--- config.mk ---
export PLATFORM = sky130hd
export DESIGN_NAME = imem_loader_flat
export DESIGN_NICKNAME = d
export VERILOG_FILES = /design/src/rtl/imem_loader_if.sv /design/src/rtl/imem_loader.sv /design/src/flat_wrapper.sv
export SDC_FILE = /design/constraint.sdc
export NUM_CORES = 1
export LEC_CHECK = 0
export BUFFER_PORTS_ARGS = -buffer_cell sky130_fd_sc_hd__buf_2
export CAP_MARGIN = 30
export CELL_PAD_IN_SITES_DETAIL_PLACEMENT = 2
export CELL_PAD_IN_SITES_GLOBAL_PLACEMENT = 2
export CORE_MARGIN = 2
export CORE_UTILIZATION = 36
export DETAILED_ROUTE_END_ITERATION = 6
export HOLD_SLACK_MARGIN = 0.05
export PLACE_DENSITY = 0.77
export SKIP_CTS_REPAIR_TIMING = 1
export SLEW_MARGIN = 0
export SYNTH_ARGS = -nofsm -noshare
export SYNTH_HDL_FRONTEND = slang
export SYNTH_SLANG_ARGS = --single-unit
export TNS_END_PERCENT = 5
--- constraint.sdc ---
create_clock -name i_clk -period 3.71 [get_ports i_clk]
set_input_delay 0.5565 -clock i_clk [delete_from_list [all_inputs] [get_ports i_clk]]
set_output_delay 0.5565 -clock i_clk [all_outputs]
set_load 0.01 [all_outputs]
--- src/rtl/imem_loader_if.sv ---
// imem_loader_if: byte-stream receive and instruction-memory write port bundle
interface imem_loader_if;
  logic        i_rx_valid;
  logic [7:0]  i_rx_data;
  logic        o_rx_ready;
  logic        o_wr_en;
  logic [31:0] o_wr_addr;
  logic [31:0] o_wr_data;
  modport master (
    input  i_rx_valid, i_rx_data,
    output o_rx_ready, o_wr_en, o_wr_addr, o_wr_data
  );
  modport slave (
    output i_rx_valid, i_rx_data,
    input  o_rx_ready, o_wr_en, o_wr_addr, o_wr_data
  );
endinterface

--- src/rtl/imem_loader.sv ---
// imem_loader: parses a length/words/checksum byte frame into instruction memory writes
module imem_loader #(
  parameter int DEPTH_WORDS = 2048
) (
  input  logic         i_clk,
  input  logic         i_reset,
  imem_loader_if.master bus,
  output logic         o_cpu_reset,
  output logic         o_done,
  output logic         o_error
);
  localparam int AW = $clog2(DEPTH_WORDS);
  typedef enum logic [2:0] {S_LEN0, S_LEN1, S_DATA, S_CSUM, S_DONE, S_ERR} state_t;
  state_t          state_q, state_d;
  logic [15:0]     len_q, len_d, n_len;
  logic [AW-1:0]   widx_q, widx_d;
  logic [1:0]      bidx_q, bidx_d;
  logic [7:0]      sum_q, sum_d;
  logic [31:0]     word_q, word_d;
  logic            wr_en_q, wr_en_d;
  logic [31:0]     wr_addr_q, wr_addr_d, wr_data_q, wr_data_d;
  logic            take;
  assign take            = bus.i_rx_valid && bus.o_rx_ready;
  assign n_len           = {bus.i_rx_data, len_q[7:0]};
  assign bus.o_rx_ready  = (state_q != S_DONE) && (state_q != S_ERR);
  assign bus.o_wr_en     = wr_en_q;
  assign bus.o_wr_addr   = wr_addr_q;
  assign bus.o_wr_data   = wr_data_q;
  assign o_cpu_reset     = state_q != S_DONE;
  assign o_done          = state_q == S_DONE;
  assign o_error         = state_q == S_ERR;
  always_comb begin
    state_d   = state_q;
    len_d     = len_q;
    widx_d    = widx_q;
    bidx_d    = bidx_q;
    sum_d     = sum_q;
    word_d    = word_q;
    wr_en_d   = 1'b0;
    wr_addr_d = wr_addr_q;
    wr_data_d = wr_data_q;
    if (take) begin
      case (state_q)
        S_LEN0: begin
          len_d   = {8'h00, bus.i_rx_data};
          state_d = S_LEN1;
        end
        S_LEN1: begin
          len_d   = n_len;
          widx_d  = '0;
          bidx_d  = '0;
          sum_d   = '0;
          state_d = (n_len == 16'd0 || 32'(n_len) > 32'(DEPTH_WORDS)) ? S_ERR : S_DATA;
        end
        S_DATA: begin
          word_d[{bidx_q, 3'b000} +: 8] = bus.i_rx_data;
          sum_d  = sum_q + bus.i_rx_data;
          bidx_d = bidx_q + 2'd1;
          if (bidx_q == 2'd3) begin
            wr_en_d   = 1'b1;
            wr_addr_d = 32'({widx_q, 2'b00});
            wr_data_d = word_d;
            widx_d    = widx_q + AW'(1);
            state_d   = (16'(widx_q) == len_q - 16'd1) ? S_CSUM : S_DATA;
          end
        end
        S_CSUM: state_d = (bus.i_rx_data == sum_q) ? S_DONE : S_ERR;
        default: ;
      endcase
    end
  end
  always_ff @(posedge i_clk or posedge i_reset) begin
    if (i_reset) begin
      state_q   <= S_LEN0;
      len_q     <= '0;
      widx_q    <= '0;
      bidx_q    <= '0;
      sum_q     <= '0;
      word_q    <= '0;
      wr_en_q   <= 1'b0;
      wr_addr_q <= '0;
      wr_data_q <= '0;
    end else begin
      state_q   <= state_d;
      len_q     <= len_d;
      widx_q    <= widx_d;
      bidx_q    <= bidx_d;
      sum_q     <= sum_d;
      word_q    <= word_d;
      wr_en_q   <= wr_en_d;
      wr_addr_q <= wr_addr_d;
      wr_data_q <= wr_data_d;
    end
  end
endmodule

--- src/flat_wrapper.sv ---
// flat-port wrapper written by rule: the top's interface ports become plain ports
module imem_loader_flat 
#(
  parameter int DEPTH_WORDS = 2048
)
  (i_clk, i_reset, o_cpu_reset, o_done, o_error, bus_i_rx_valid, bus_i_rx_data, bus_o_rx_ready, bus_o_wr_en, bus_o_wr_addr, bus_o_wr_data);
  imem_loader_if bus_i ();
  input  logic i_clk;
  input  logic i_reset;
  output logic o_cpu_reset;
  output logic o_done;
  output logic o_error;
  input wire logic [$bits(bus_i.i_rx_valid)-1:0] bus_i_rx_valid;
  input wire logic [$bits(bus_i.i_rx_data)-1:0] bus_i_rx_data;
  output wire logic [$bits(bus_i.o_rx_ready)-1:0] bus_o_rx_ready;
  output wire logic [$bits(bus_i.o_wr_en)-1:0] bus_o_wr_en;
  output wire logic [$bits(bus_i.o_wr_addr)-1:0] bus_o_wr_addr;
  output wire logic [$bits(bus_i.o_wr_data)-1:0] bus_o_wr_data;
  assign bus_i.i_rx_valid = bus_i_rx_valid;
  assign bus_i.i_rx_data = bus_i_rx_data;
  assign bus_o_rx_ready = bus_i.o_rx_ready;
  assign bus_o_wr_en = bus_i.o_wr_en;
  assign bus_o_wr_addr = bus_i.o_wr_addr;
  assign bus_o_wr_data = bus_i.o_wr_data;
  imem_loader #(.DEPTH_WORDS(DEPTH_WORDS)) u_core (.i_clk(i_clk), .i_reset(i_reset), .bus(bus_i), .o_cpu_reset(o_cpu_reset), .o_done(o_done), .o_error(o_error));
endmodule
==> results.md <==
* Outcome: finished clean
* Fillers at 1,636
* Crit path launch type: flip-flop
* Die Y at 127 um
* Peak Freq at 0.395 GHz
* Clock latency on the worst-skew pair at 360 ps
* Total Routing Usage GR at 19.3%
* Largest family of logic cells by synthesized area: simple AND/OR/NAND/NOR gates
* Final slew viol count at 0
* Post-Place Worst Slack at 1180 ps
* Xor/xnor share of the synthesized area at 4.96%
* Maximum number of pins on one net before global-route repair at 61
* Area grow syn2layout at 11.6%
* Share of the synthesized area in the top cell type at 49.3%
* Buffers on Ports at 58
* Shortest period the worst path allows at 2530 ps
* Sw frac at 26.8%
* Final Hold Fails at 0
* Post-DR wirelength/cell at 19.2 um
* Vias in the first global route at 4,503
* Clk pin slew, worst setup/hold paths at 70 ps
* Area leader, netlist: dfrtp_1
* Critical path class: flip-flop to flip-flop
* # rows at 45
* Fin area at 6120 um2
* Final core occ at 40.7%
* Clock tree buffer depth at 2
* Most common cell after layout, fill and taps aside: dfrtp_1
* Initial antenna violation count at 1
* HPWL after DPL at 10,700 um
* Final setup fails at 0
* 1st-pass router iterations at 6
* Req. time, crit path at 3960 ps
* DR vias at 4,119
* Yosys reg bits at 108
* Avg Inst Size Synth at 10.1 um2
* Drt initial violations at 197
* Most frequent cells in the layout: dfrtp_1 (108), nand2_1 (72), buf_2 (58), o21ai_1 (38)
* Switching power at 629 uW
* Sequential share of power at 53.0%
* Cells after Synth at 545
* CP Data Arrival Time at 2780 ps
* Io pins at 80
* Htree depth at 3
* Synth unique cells at 52
* Routed vias/inst at 5.27
* RSZ-0062 raised after global routing: no
* # nets final at 616
* First-pass GRT wire length at 24,400 um
* Worst setup margin at 1180 ps
* RePlAce Congestion at 0.777
* Slew Limit Headroom at 34.1%
* GRT Residual Overflow at 0
* Skew final at 7.33 ps
* Worst Setup End Kind: flip-flop
* # DRC at 0
* Clk sinks at 108
* Final setup TNS at 0 ps
* Area contributors post-synth: dfrtp_1 (49%), nand2_1 (5.0%), a22o_1 (4.8%)
* Routed Antenna Nets at 0
* Mapped Area at 5480 um2
* Starting Density at 36.4%
* Clk pwr share at 38.6%
* Worst-margin pin slew at 981 ps
* Leakage at 0.00300 uW
* Core ar. at 15,000 um2
* Post-synthesis mux area share at 3.86%
* Async set-reset flop share out of synthesis at 100%
* Final worst-path cycle share at 68.3%
* Int Pwr at 1720 uW
* Synth Area in Simple Gates at 17.4%
* HP Class: input pin to asynchronous set/reset pin
* Power Density at 384 nW/um2
* Complex-gate fraction of the synthesized area at 14.5%
* Max-cap violations at 0
* Layout cells sized above 1 at 15.4%
* Ys flop type: dfrtp_1
* Combinational share of power at 8.4%
* Post-DP Area at 5860 um2
* Total CTS buffers at 9
* Ys Warns at 0
* CTS tree: built
* Adder-cell share of the synthesized area at 3.79%
* Die area at 16,200 um2
* Seq/Total Area, Yosys at 49.3%
* Die width at 127 um
* Post-Route WL at 15,000 um
* Worst vdd ir at 0.240 mV
* Root buffer cell: clkbuf_16
* Total Power at 2350 uW
* EDFF count, synth at 0
* CP max FO at 35
layout make-up:
class	count	area (um2)	area share (%)
diodes	1	2.50	0.0409
clock buffers	10	229	3.74
flip-flops and latches	108	2700	44.2
repair buffers	64	348	5.69
clock inverters	4	28.8	0.470
well taps	188	235	3.85
multi-input cells	393	2520	41.2
inverters	13	51.3	0.839
final timing paths:
path	startpoint	end	slack [ps]	cells past startpoint
min in group i_clk	u_core.bus.o_wr_data[29]	u_core.bus.o_wr_data[29]	490	2
min reg2reg	u_core.bus.o_wr_data[29]	u_core.bus.o_wr_data[29]	490	2
min	i_reset	u_core.len_q[10]	290	2
max	u_core.state_q[0]	u_core.bus.o_wr_addr[7]	1180	5
max reg2reg	u_core.state_q[0]	u_core.bus.o_wr_addr[7]	1180	5
max in group asynchronous	i_reset	u_core.bus.o_wr_addr[4]	2660	3
logic make-up after synthesis:
kind of cell,count (synthesis)
buf+inv,64
other cells,1
fa+ha+maj,16
simple gates,178
compound gates,128
mux,19
xor+xnor,31
flops,108
power by group through the flow:
stage               logic, uW  registers (uW)  clock network [uW]
floorplan                 159            1250                   0
global route              224            1250                 967
CTS                       202            1240                 919
global placement          189            1260                   0
detailed placement        200            1270                   0
finish                    198            1240                 907
sequential cells by signal, summed over array words and instances (netlist names):
signal and flops:
u_core.bus.o_wr_data 32, u_core.word_q 24, u_core.len_q 16, u_core.bus.o_wr_addr 11
u_core.widx_q 11, u_core.sum_q 8, u_core.state_q 3, u_core.bidx_q 2
u_core.bus.o_wr_en 1
Yosys cell counts, drive strengths merged (5+ instances only):
cell type,number
dfrtp,108
nand2,73
o21ai,52
a21oi,31
buf,31
a22o,30
nor2,28
nor2b,24
clkbuf,20
mux2,17
xor2,16
ha,15
xnor2,15
inv,13
nand3,13
nor3,5
nor4,5
per-stage QoR:
step / hold WS, ps / instances
after floorplan: 458 / 565
after global routing: 343 / 781
after global placement: 463 / 766
final: 292 / 781
after CTS: 324 / 780
after detailed placement: 476 / 766
worst max-delay path, cell delays in order, from the launching register on:
cell and delay (ps):
dfrtp_1 630, nor3b_4 440, and2_1 490, nand2_2 210, buf_4 300, mux2_1 350
metal layers:
metal	wire length (um)	vias up	track usage, %
met3	498	17	2.85
li1	-	1923	-
met2	7140	81	30.9
met5	0	-	0
met4	240	0	7.43
met1	7130	2098	26.7
(Power assumes the default switching activity.)
